===== config.mk =====
export PLATFORM = sky130hd
export DESIGN_NAME = openddr_addr_encoder
export DESIGN_NICKNAME = d
export VERILOG_FILES = /design/src/rtl/openddr_addr_encoder.sv
export SDC_FILE = /design/constraint.sdc
export NUM_CORES = 1
export LEC_CHECK = 0
export ABC_AREA = 0
export CORE_MARGIN = 2
export CORE_UTILIZATION = 35
export CTS_CLUSTER_SIZE = 20
export DETAILED_ROUTE_END_ITERATION = 16
export GPL_TIMING_DRIVEN = 0
export HOLD_SLACK_MARGIN = 0.12
export SETUP_SLACK_MARGIN = 0.02
export SLEW_MARGIN = 10
export SYNTH_ARGS = -nofsm -noshare
export SYNTH_HDL_FRONTEND = slang
export SYNTH_SLANG_ARGS = --single-unit

===== constraint.sdc =====
create_clock -name clk -period 2.6 [get_ports clk]
set_input_delay 0.39 -clock clk [delete_from_list [all_inputs] [get_ports clk]]
set_output_delay 0.39 -clock clk [all_outputs]
set_load 0.005 [all_outputs]

===== src/rtl/openddr_addr_encoder.sv =====
// openddr_addr_encoder: tracks open DDR banks/rows and rebuilds AXI byte addresses from RD/WR commands
module openddr_addr_encoder #(
    parameter int ADDR_WIDTH = 40,
    parameter int BANK_WIDTH = 3,
    parameter int ROW_WIDTH  = 16,
    parameter int COL_WIDTH  = 10
) (
    input  logic                          clk,
    input  logic                          rst_n,
    input  logic                          cmd_valid,
    output logic                          cmd_ready,
    input  logic [2:0]                    cmd_type,
    input  logic [BANK_WIDTH-1:0]         cmd_bank,
    input  logic [ROW_WIDTH-1:0]          cmd_row,
    input  logic [COL_WIDTH-1:0]          cmd_col,
    output logic                          addr_valid,
    input  logic                          addr_ready,
    output logic [ADDR_WIDTH-1:0]         addr_out,
    output logic                          addr_is_write,
    output logic [(1<<BANK_WIDTH)-1:0]    open_bank_mask,
    output logic                          err_closed_bank,
    output logic                          err_act_open,
    output logic [7:0]                    err_count
);
    localparam int NB = 1 << BANK_WIDTH;
    localparam logic [2:0] ACT = 3'd1, RD = 3'd2, WR = 3'd3, PRE = 3'd4, PREA = 3'd5;
    logic                  acc, rw, hit, load, e_cb, e_ao;
    logic [NB-1:0]         open_q, open_d;
    logic [ROW_WIDTH-1:0]  row_q [NB];
    logic [ROW_WIDTH-1:0]  row_d [NB];
    logic                  valid_q, valid_d, wr_q, wr_d, err_cb_q, err_ao_q;
    logic [ADDR_WIDTH-1:0] addr_q, addr_d;
    logic [7:0]            cnt_q, cnt_d;
    assign cmd_ready = !valid_q || addr_ready;
    assign acc  = cmd_valid && cmd_ready;
    assign rw   = cmd_type == RD || cmd_type == WR;
    assign hit  = open_q[cmd_bank];
    assign load = acc && rw && hit;
    assign e_cb = acc && rw && !hit;
    assign e_ao = acc && cmd_type == ACT && hit;
    always_comb begin
        open_d = open_q;
        row_d  = row_q;
        if (acc && cmd_type == ACT) begin
            open_d[cmd_bank] = 1'b1;
            row_d[cmd_bank]  = cmd_row;
        end else if (acc && cmd_type == PRE) begin
            open_d[cmd_bank] = 1'b0;
        end else if (acc && cmd_type == PREA) begin
            open_d = '0;
        end
        valid_d = load || (valid_q && !addr_ready);
        // row comes from the table as it stood before this command
        addr_d  = load ? ADDR_WIDTH'({row_q[cmd_bank], cmd_bank, cmd_col, 3'b000}) : addr_q;
        wr_d    = load ? cmd_type == WR : wr_q;
        cnt_d   = ((e_cb || e_ao) && cnt_q != 8'hFF) ? cnt_q + 8'd1 : cnt_q;
    end
    always_ff @(posedge clk or negedge rst_n) begin
        if (!rst_n) begin
            open_q   <= '0;
            for (int i = 0; i < NB; i++) row_q[i] <= '0;
            valid_q  <= 1'b0;
            addr_q   <= '0;
            wr_q     <= 1'b0;
            err_cb_q <= 1'b0;
            err_ao_q <= 1'b0;
            cnt_q    <= '0;
        end else begin
            open_q   <= open_d;
            row_q    <= row_d;
            valid_q  <= valid_d;
            addr_q   <= addr_d;
            wr_q     <= wr_d;
            err_cb_q <= e_cb;
            err_ao_q <= e_ao;
            cnt_q    <= cnt_d;
        end
    end
    assign addr_valid      = valid_q;
    assign addr_out        = addr_q;
    assign addr_is_write   = wr_q;
    assign open_bank_mask  = open_q;
    assign err_closed_bank = err_cb_q;
    assign err_act_open    = err_ao_q;
    assign err_count       = cnt_q;
endmodule


======== Yosys cells after proc, flatten, opt, wreduce, memory -nomap -nowiden ========
Index checks and enable logic that the tools add are counted.
Widths: inputs -> output; s select.
word-level totals
  register bits ........................... 177
  bits in latches ......................... 0
  RAM bits ................................ 0
  ROM bits ................................ 0
  logic and storage cells ................. 63
  memories ................................ 0
cells by class
  $add $sub $neg .......................... 1
  multiply operators ...................... 0
  div/mod/pow operators ................... 0
  order comparisons ....................... 4
  eq/ne operators ......................... 6
  shifts and indexed selects .............. 0
  multiplexer cells ....................... 13
  bitwise logic cells ..................... 4
  reductions and logical operators ........ 20
operator list
  kind                 number
  $bwmux 128           1
  $bmux 16 s3          1
  $demux 16 s3         1
  $mux 16              3
  $mux 8               3
  $logic_and 1x1->1    12
  $add 8x1->8 const B  1
  $and 8x8->8          1
  $ne 8x8->1 const B   1
  $not 8->8            1
  $or 8x8->8           1
  $eq 3x2->1 const B   2
  $eq 3x3->1 const B   2
  $ge 4x4->1 const B   1
  $logic_or 1x1->1     4
  $lt 3x4->1 const B   1
  $lt 4x1->1 const B   1
  $not 3->4            1
  $bmux 1 s3           1
  $demux 1 s3          1
  $eq 3x1->1 const B   1
  $ge 3x1->1 const B   1
  $logic_not 1->1      3
  $reduce_bool 3->1    1
  $mux 1               2

======== Depth between registers and ports, before layout ========
Gate-level depths: netlist of run 1.
  word-level depth ........................ 8
  gate-level depth with buffers ........... 7
  depth with buffers taken out ............ 6

======== Worst setup path after synthesis of run 1 ========
OpenSTA, ideal clock, no wires.
  path type ............................... input-to-reg
  start ................................... input port cmd_bank[1]
  end ..................................... register cnt_q[7], in the netlist err_count[7]
  library setup time ...................... 128 ps
  data arrival time ....................... 2203 ps
  data required time ...................... 2472 ps
  setup slack ............................. 270 ps
  stages on the path ...................... 5
  buffers on the path ..................... 1
  path through ............................ clkbuf_1 > mux4_2 > mux2_4 > nor4_2 > mux2_1
on the way
  cells in the longest elaborated chain, start to end .. 6
RTL lines
  item                              line  RTL
  start: declaration                13    input logic [BANK_WIDTH-1:0] cmd_bank,
  $bmux 1 s3 (*)                    37    assign hit = open_q[cmd_bank];
  $mux 1 (implied by the code) (*)  37
  $logic_not 1->1                   39    assign e_cb = acc && rw && !hit;
  $logic_and 1x1->1                 39
  $logic_or 1x1->1 (*)              56    cnt_d = ((e_cb || e_ao) && cnt_q != 8'hFF) ? cnt_q + 8'd1 : cnt_q;
  $logic_and 1x1->1 (*)             56
  end signal: assignment            76    cnt_q <= cnt_d;
  end: declaration                  33    logic [7:0] cnt_q, cnt_d;
Mark *: on every way between the ends. The rest lies on a longest branch, timed or not. The select of a mux whose other input is x is not followed.
A chain may end at the register's enable or synchronous reset.

======== Worst setup path after layout of run 1 ========
  start ................................... input port cmd_type[2]
  end ..................................... register row_q[89] (netlist name)
on the way
  cells in the longest elaborated chain, start to end .. 2
RTL lines
  item                    line  RTL
  start: declaration      12    input logic [2:0] cmd_type,
  $eq 3x1->1              44    if (acc && cmd_type == ACT) begin
  $logic_and 1x1->1       44
  end signal: assignment  70    row_q <= row_d;
  end: declaration        29    logic [ROW_WIDTH-1:0] row_q [NB];
No other way between the ends.

==> impl_metrics.tcl, run 1 <==
set metrics [dict create \
    clockRootBuffer "clkbuf_16" \
    clk_pin_slew_ns 0.07 \
    r2r_slack_ns 0.25 \
    end_kind "flop" \
    p_comb_share_pct 17.5 \
    postRouteAntennaNets 0 \
    dp_hpwl_um 12650 \
    cts_tree "built" \
    leakage_nw 4.311 \
    period_minus_slack_ns 2.437 \
    die_y_um 151.1 \
    grt_start_max_net_pins 99 \
    ys_types 36 \
    r2r_end "err_count[7]" \
    worstHoldPathCells 1 \
    ff2ff_path_depth 5 \
    drt_iter0_drc 354 \
    crit_path_max_fanout 10 \
    status "complete, no violations" \
    syn_avg_cell_area_um2 13.70 \
    max_stage_delay_ns 0.57 \
    finalHoldViolations 0 \
    max_cap_violations 0 \
    cts_buffer_depth 2 \
    power_frac_seq_pct 48.5 \
    gp_congestion 0.8134 \
    top_level_ports 97 \
    crit_top_cell "nand2_1" \
    synth_seq_area_share_pct 58.46 \
    clk_latency_ns 0.43 \
    met3_length_um 1482 \
    synthTopCellsByArea "dfrtp_1 (58%), mux2_2 (19%), a221oi_1 (3.7%)" \
    wl_um 19890 \
    synthCells 553 \
    synthesis.area_mm2 0.007576 \
    htreeDepth 4 \
    cp_top_family "simple AND/OR/NAND/NOR gates" \
    swShare_pct 25.82 \
    cts_sinks 177 \
    fmax_ghz 0.4104 \
    ys_warn_count 0 \
    crit_end "row_q[89]" \
    rsz0062_at_grt "false" \
    max_slew_margin_pct 38.57 \
    route.detailed.drc 0 \
    dr.max_layer_used "met4" \
    internal_power_mw 5.371 \
    dr_wl_met2_um 9535 \
    critPathRequiredTime_ns 2.91 \
    viasPerCell 5.310 \
    std_cell_rows 53 \
    worstPathArrival_ns 2.74 \
    yosysMostFrequentCell "dfrtp_1" \
    p_clk_share_pct 34.0 \
    die_w_um 151.1 \
    timing.rr.start "open_bank_mask[1]" \
    powerDensity_mw_per_mm2 759.6 \
    synth_flop_cell "dfrtp_1" \
    drv_slew 0 \
    core-area_mm2 0.02115 \
    p_sw_mw 1.870 \
    yosysTopAreaCell "dfrtp_1" \
    post-route-cell-area_mm2 0.009533 \
    synth.top_cell.area_share_pct 58.46 \
    antenna_found_initial 0 \
    diodes 0 \
    start_util_pct 35.81 \
    fillers 1879 \
    power_mw 7.241 \
    crit_cells 7 \
    synth-async-reset-ratio_pct 100.0 \
    synth_commonest_cells "dfrtp_1 (177), mux2_2 (128), a221oi_1 (32), a22o_1 (32), nor2_1 (29)" \
    critPathLaunchType "input pin" \
    vias 5108 \
    hold_class "reg -> reg" \
    post_dp_cell_area_mm2 0.008821 \
    crit_path_start "cmd_type[2]" \
    wl_met1_um 8632 \
    synth-edff-count 0 \
    drive_gt1_share_pct 31.88 \
    overflow 0 \
    area_growth_pct 25.83 \
    design.die.area_mm2 0.02284 \
    grt_pass1_wl_um 30910 \
    fin_nets 711 \
    setup_viol_count_final 0 \
    synth-seq-cells 177 \
    grt_use_total_pct 18.48 \
    vdd_drop_max_v 0.0003458 \
    critPathKind "in -> reg" \
    numCtsBuffers 17 \
    wl_per_cell_um 20.68 \
    portBuffers 83 \
    tightestPinTransition_ns 0.9181 \
    crit_chain "clkdlybuf4s50_1, nor2b_1, nand2_1, nor3_2, nand2_1, clkbuf_2, mux2_2" \
    grt_pass1_vias 5284 \
    cp_slowest_cell "clkdlybuf4s50_1" \
    first_pass_iters 4 \
    finalCritPeriodShare_pct 93.72 \
    skew_ns 0.01098 \
    path_buf_inv 2 \
]
-- worst register-to-register path: cells and delay by family (launching register included) --
family,cells,cell delay [ns]
AND/OR/NAND/NOR,1,0.27
flip-flops,1,0.43
multiplexers,4,1.53
-- sequential cells by signal, summed over array words and instances, names as in the netlist --
name             flops
err_count            8
err_closed_bank      1
addr_is_write        1
err_act_open         1
addr_valid           1
open_bank_mask       8
row_q              128
addr_out            29
-- what timing repair did --
| action | CTS | global route |
|---|---|---|
| hold buffers | 1 | 0 |
| resized for setup | 21 | 9 |
| buffers inserted | 4 | 5 |
| pin swaps | 1 | 2 |
| endpoints found under the setup margin | 120 | 70 |
| hold endpoints to repair | 79 | 0 |
-- stage by stage --
| stage | utilization (%) | cells | TNS [ns] | hold slack, ns | worst slack [ns] |
|---|---|---|---|---|---|
| final | 45.06 | 962 | 0 | 0.4840 | 0.1633 |
| after floorplan | - | 563 | 0 | 0.09441 | 0.2697 |
| after global placement | 41.54 | 921 | -1120.84 | 0.4680 | -5.756 |
| after detailed placement | 41.70 | 922 | -105.63 | 0.4199 | -1.057 |
| after CTS | 44.87 | 958 | 0 | 0.4889 | 0.04822 |
| after global routing | 45.06 | 962 | 0 | 0.5083 | 0.03309 |
-- power by group through the flow --
stage / logic, mW / registers (mW) / clock network (mW)
floorplan: 0.566 / 3.51 / 0
global placement: 1.23 / 3.53 / 0
detailed placement: 1.27 / 3.56 / 0
CTS: 1.29 / 3.51 / 2.51
global route: 1.41 / 3.57 / 2.64
finish: 1.27 / 3.51 / 2.46
-- logic make-up (layout without fill, tap and decap cells) --
kind of cell / after synthesis / after routing / share of synthesized area, %
DFF: 177 / 177 / 58.46
muxes: 150 / 150 / 22.49
AOI/OAI and AO/OA: 106 / 106 / 10.52
and+or+nand+nor: 68 / 68 / 4.757
buffers and inverters: 45 / 169 / 2.973
xor gates and xnor gates: 5 / 5 / 0.5780
adders and majority gates: 1 / 1 / 0.1651
other: 1 / 11 / 0.04950
-- layout by cell type (no fill, tap or decap), drive strengths merged, types with 2 or more instances in the layout --
master and count:
clkinv 6, nand3 2, nor4 2, buf 35, o21ai 17, nor3 5, nor2b 6, a22o 32
nor3b 4, clkdlybuf4s50 81, a31oi 16, nand2 12, dfrtp 177, conb 11, clkinvlp 2, and3b 2
inv 8, a21oi 8, clkbuf 34, mux2 149, xor2 5, a221oi 32, nor2 29
-- layout make-up --
| cell class | instances | area [µm²] | share of cell area, % |
|---|---|---|---|
| flip-flops and latches | 177 | 4429 | 46.46 |
| multi-input cells | 341 | 3007 | 31.54 |
| repair buffers | 94 | 943.4 | 9.896 |
| clock buffers | 18 | 439.2 | 4.607 |
| well taps | 275 | 344.1 | 3.609 |
| plain buffers | 40 | 229.0 | 2.402 |
| clock inverters | 14 | 130.1 | 1.365 |
| inverters | 3 | 11.26 | 0.1181 |
-- per-layer routing --
layer / track usage [%] / up-vias
met5: 0 / -
met4: 6.308 / 0
met3: 4.217 / 16
met2: 30.07 / 176
met1: 24.43 / 2633
li1: - / 2283
-- worst min-delay path by stage --
stage          slack (ns)     startpoint            end
6_report             0.48    addr_out[3]    addr_out[3]
5_1_grt              0.51    addr_out[9]    addr_out[9]
4_1_cts              0.49  addr_is_write  addr_is_write
3_5_place_dp         0.42          rst_n    addr_out[6]
3_3_place_gp         0.47    addr_out[3]    addr_out[3]
2_1_floorplan        0.09          rst_n  addr_is_write
Power figures use the tool's default switching activity.
==> run 2, diff against run 1 <==
Settings changed: CORE_UTILIZATION 35 to 55, PLACE_DENSITY set to 0.79.
==> impl_metrics.tcl, run 2 (synthesized netlist as in run 1, its figures left out) <==
set metrics [dict create \
    status "complete, no violations" \
    rsz0062_at_grt "true" \
    final_cell_mix "dfrtp_1 (177), mux2_2 (128), clkdlybuf4s50_1 (81)" \
    vdd_drop_max_v 0.0004777 \
    grt_pass1_wl_um 30270 \
    p_sw_mw 1.867 \
    critPathKind "in -> reg" \
    area_growth_pct 24.19 \
    first_pass_iters 5 \
    swShare_pct 25.58 \
    design.die.area_mm2 0.01473 \
    grt_start_max_net_pins 103 \
    fillers 878 \
    leakage_nw 4.285 \
    fmax_ghz 0.3926 \
    gp_congestion 0.7876 \
    cts_sinks 177 \
    drive_gt1_share_pct 31.15 \
    hold_class "reg -> reg" \
    portBuffers 83 \
    period_minus_slack_ns 2.547 \
    fin_nets 711 \
    clk_pin_slew_ns 0.06 \
    std_cell_rows 42 \
    postRouteAntennaNets 0 \
    core-area_mm2 0.01335 \
    htreeDepth 4 \
    critPathRequiredTime_ns 2.91 \
    setup_viol_count_final 0 \
    cts_tree "built" \
    stdcell_count 863 \
    internal_power_mw 5.431 \
    viasPerCell 6.273 \
    finalCritPeriodShare_pct 97.96 \
    largest_reg_flops 128 \
    end_kind "flop" \
    wl_per_cell_um 22.51 \
    die_w_um 121.4 \
    grt_pass1_vias 5604 \
    overflow 0 \
    finalHoldViolations 0 \
    placedCellCount 823 \
    p_comb_share_pct 17.6 \
    numCtsBuffers 17 \
    regMostFlops "row_q" \
    clk_latency_ns 0.43 \
    skew_ns 0.01019 \
    diodes 0 \
    critPathLaunchType "input pin" \
    grt_use_total_pct 27.83 \
    mostFrequentLayoutCell "dfrtp_1" \
    top_level_ports 97 \
    vias 5414 \
    power_frac_seq_pct 48.3 \
    dp_hpwl_um 12140 \
    powerDensity_mw_per_mm2 775.6 \
    worstPathArrival_ns 2.86 \
    max_slew_margin_pct 45.98 \
    final_core_util_pct 70.49 \
    wl_um 19430 \
    start_util_pct 56.76 \
    antenna_found_initial 0 \
    clockRootBuffer "clkbuf_16" \
    crit_path_max_fanout 10 \
    die_y_um 121.4 \
    drt_iter0_drc 506 \
    drv_slew 0 \
    tightestPinTransition_ns 0.8103 \
    cts_buffer_depth 2 \
    route.detailed.drc 0 \
    max_cap_violations 0 \
    p_clk_share_pct 34.1 \
]
run 2: cell count changes in the layout (fill, tap and decap cells not counted), sizes merged:
cell / previous run / this run
bufinv: 1 / 2
clkinv: 6 / 5
clkinvlp: 2 / 4
inv: 8 / 5
clkbuf: 34 / 35
run 2: power groups by stage:
stage / clock, mW / combinational (mW) / sequential (mW)
6_report: 2.49 / 1.29 / 3.53
5_1_grt: 2.62 / 1.40 / 3.58
4_1_cts: 2.49 / 1.30 / 3.52
3_5_place_dp: 0 / 1.27 / 3.56
3_3_place_gp: 0 / 1.22 / 3.53
2_1_floorplan: 0 / 0.566 / 3.51
run 2: per-stage QoR:
step / hold slack [ns] / setup WS [ns] / cell area [µm²] / power [mW] / setup TNS, ns
final: 0.4842 / 0.05306 / 9409 / 7.298 / 0
after global routing: 0.5048 / -0.03167 / 9409 / 7.603 / -0.2803
after CTS: 0.4880 / -0.03662 / 9385 / 7.305 / -0.4797
after detailed placement: 0.3913 / -0.9564 / 8697 / 4.831 / -98.67
after global placement: 0.4666 / -5.531 / 8665 / 4.744 / -1069.10
after floorplan: 0.09441 / 0.2697 / 7614 / 4.073 / 0
run 2: worst paths after layout:
path                              startpoint      endpoint  slack (ns)  depth (start not counted)
max in group asynchronous              rst_n      row_q[6]        1.24                          3
min reg2reg                      addr_out[3]   addr_out[3]        0.48                          1
min in group asynchronous              rst_n  addr_out[10]        0.50                          2
min                              addr_out[3]   addr_out[3]        0.48                          1
max reg2reg                open_bank_mask[5]  err_count[7]        0.24                          5
max                              cmd_type[0]     row_q[54]        0.05                          7
run 2: final cells by class:
cell class / count / area, µm² / area share [%]
Clock buffer: 19 / 432.9 / 4.601
Clock inverter: 13 / 136.4 / 1.449
Tap cell: 176 / 220.2 / 2.340
Buffer: 40 / 224.0 / 2.380
Sequential cell: 177 / 4429 / 47.07
Timing Repair Buffer: 94 / 943.4 / 10.03
Inverter: 3 / 11.26 / 0.1197
Multi-Input combinational cell: 341 / 3012 / 32.01
run 2: timing repair:
| item | CTS | global route |
|---|---|---|
| endpoints found under the setup margin | 127 | 85 |
| hold endpoints to repair | 75 | 0 |
| resized for setup | 19 | 6 |
| hold buffers | 1 | 0 |
| pin swaps | 4 | 0 |
| buffers inserted | 7 | 2 |
run 2: critical path, stage by stage:
cell and delay [ns]:
clkdlybuf4s50_1 0.48, clkbuf_1 0.37, inv_1 0.13, nor3_2 0.36
nand2_1 0.37, clkbuf_2 0.39, mux2_2 0.36
run 2: routing by layer:
layer	track usage (%)	routed length (µm)
met1	35.34	7755
met2	46.03	9449
met3	6.203	1592
met4	12.14	628
met5	0	0
==> run 3, diff against run 2 <==
Settings changed: CTS_CLUSTER_DIAMETER set to 30.
==> results of run 3 <==
No change in the layout: final DEF, timing and power equal those of run 2.
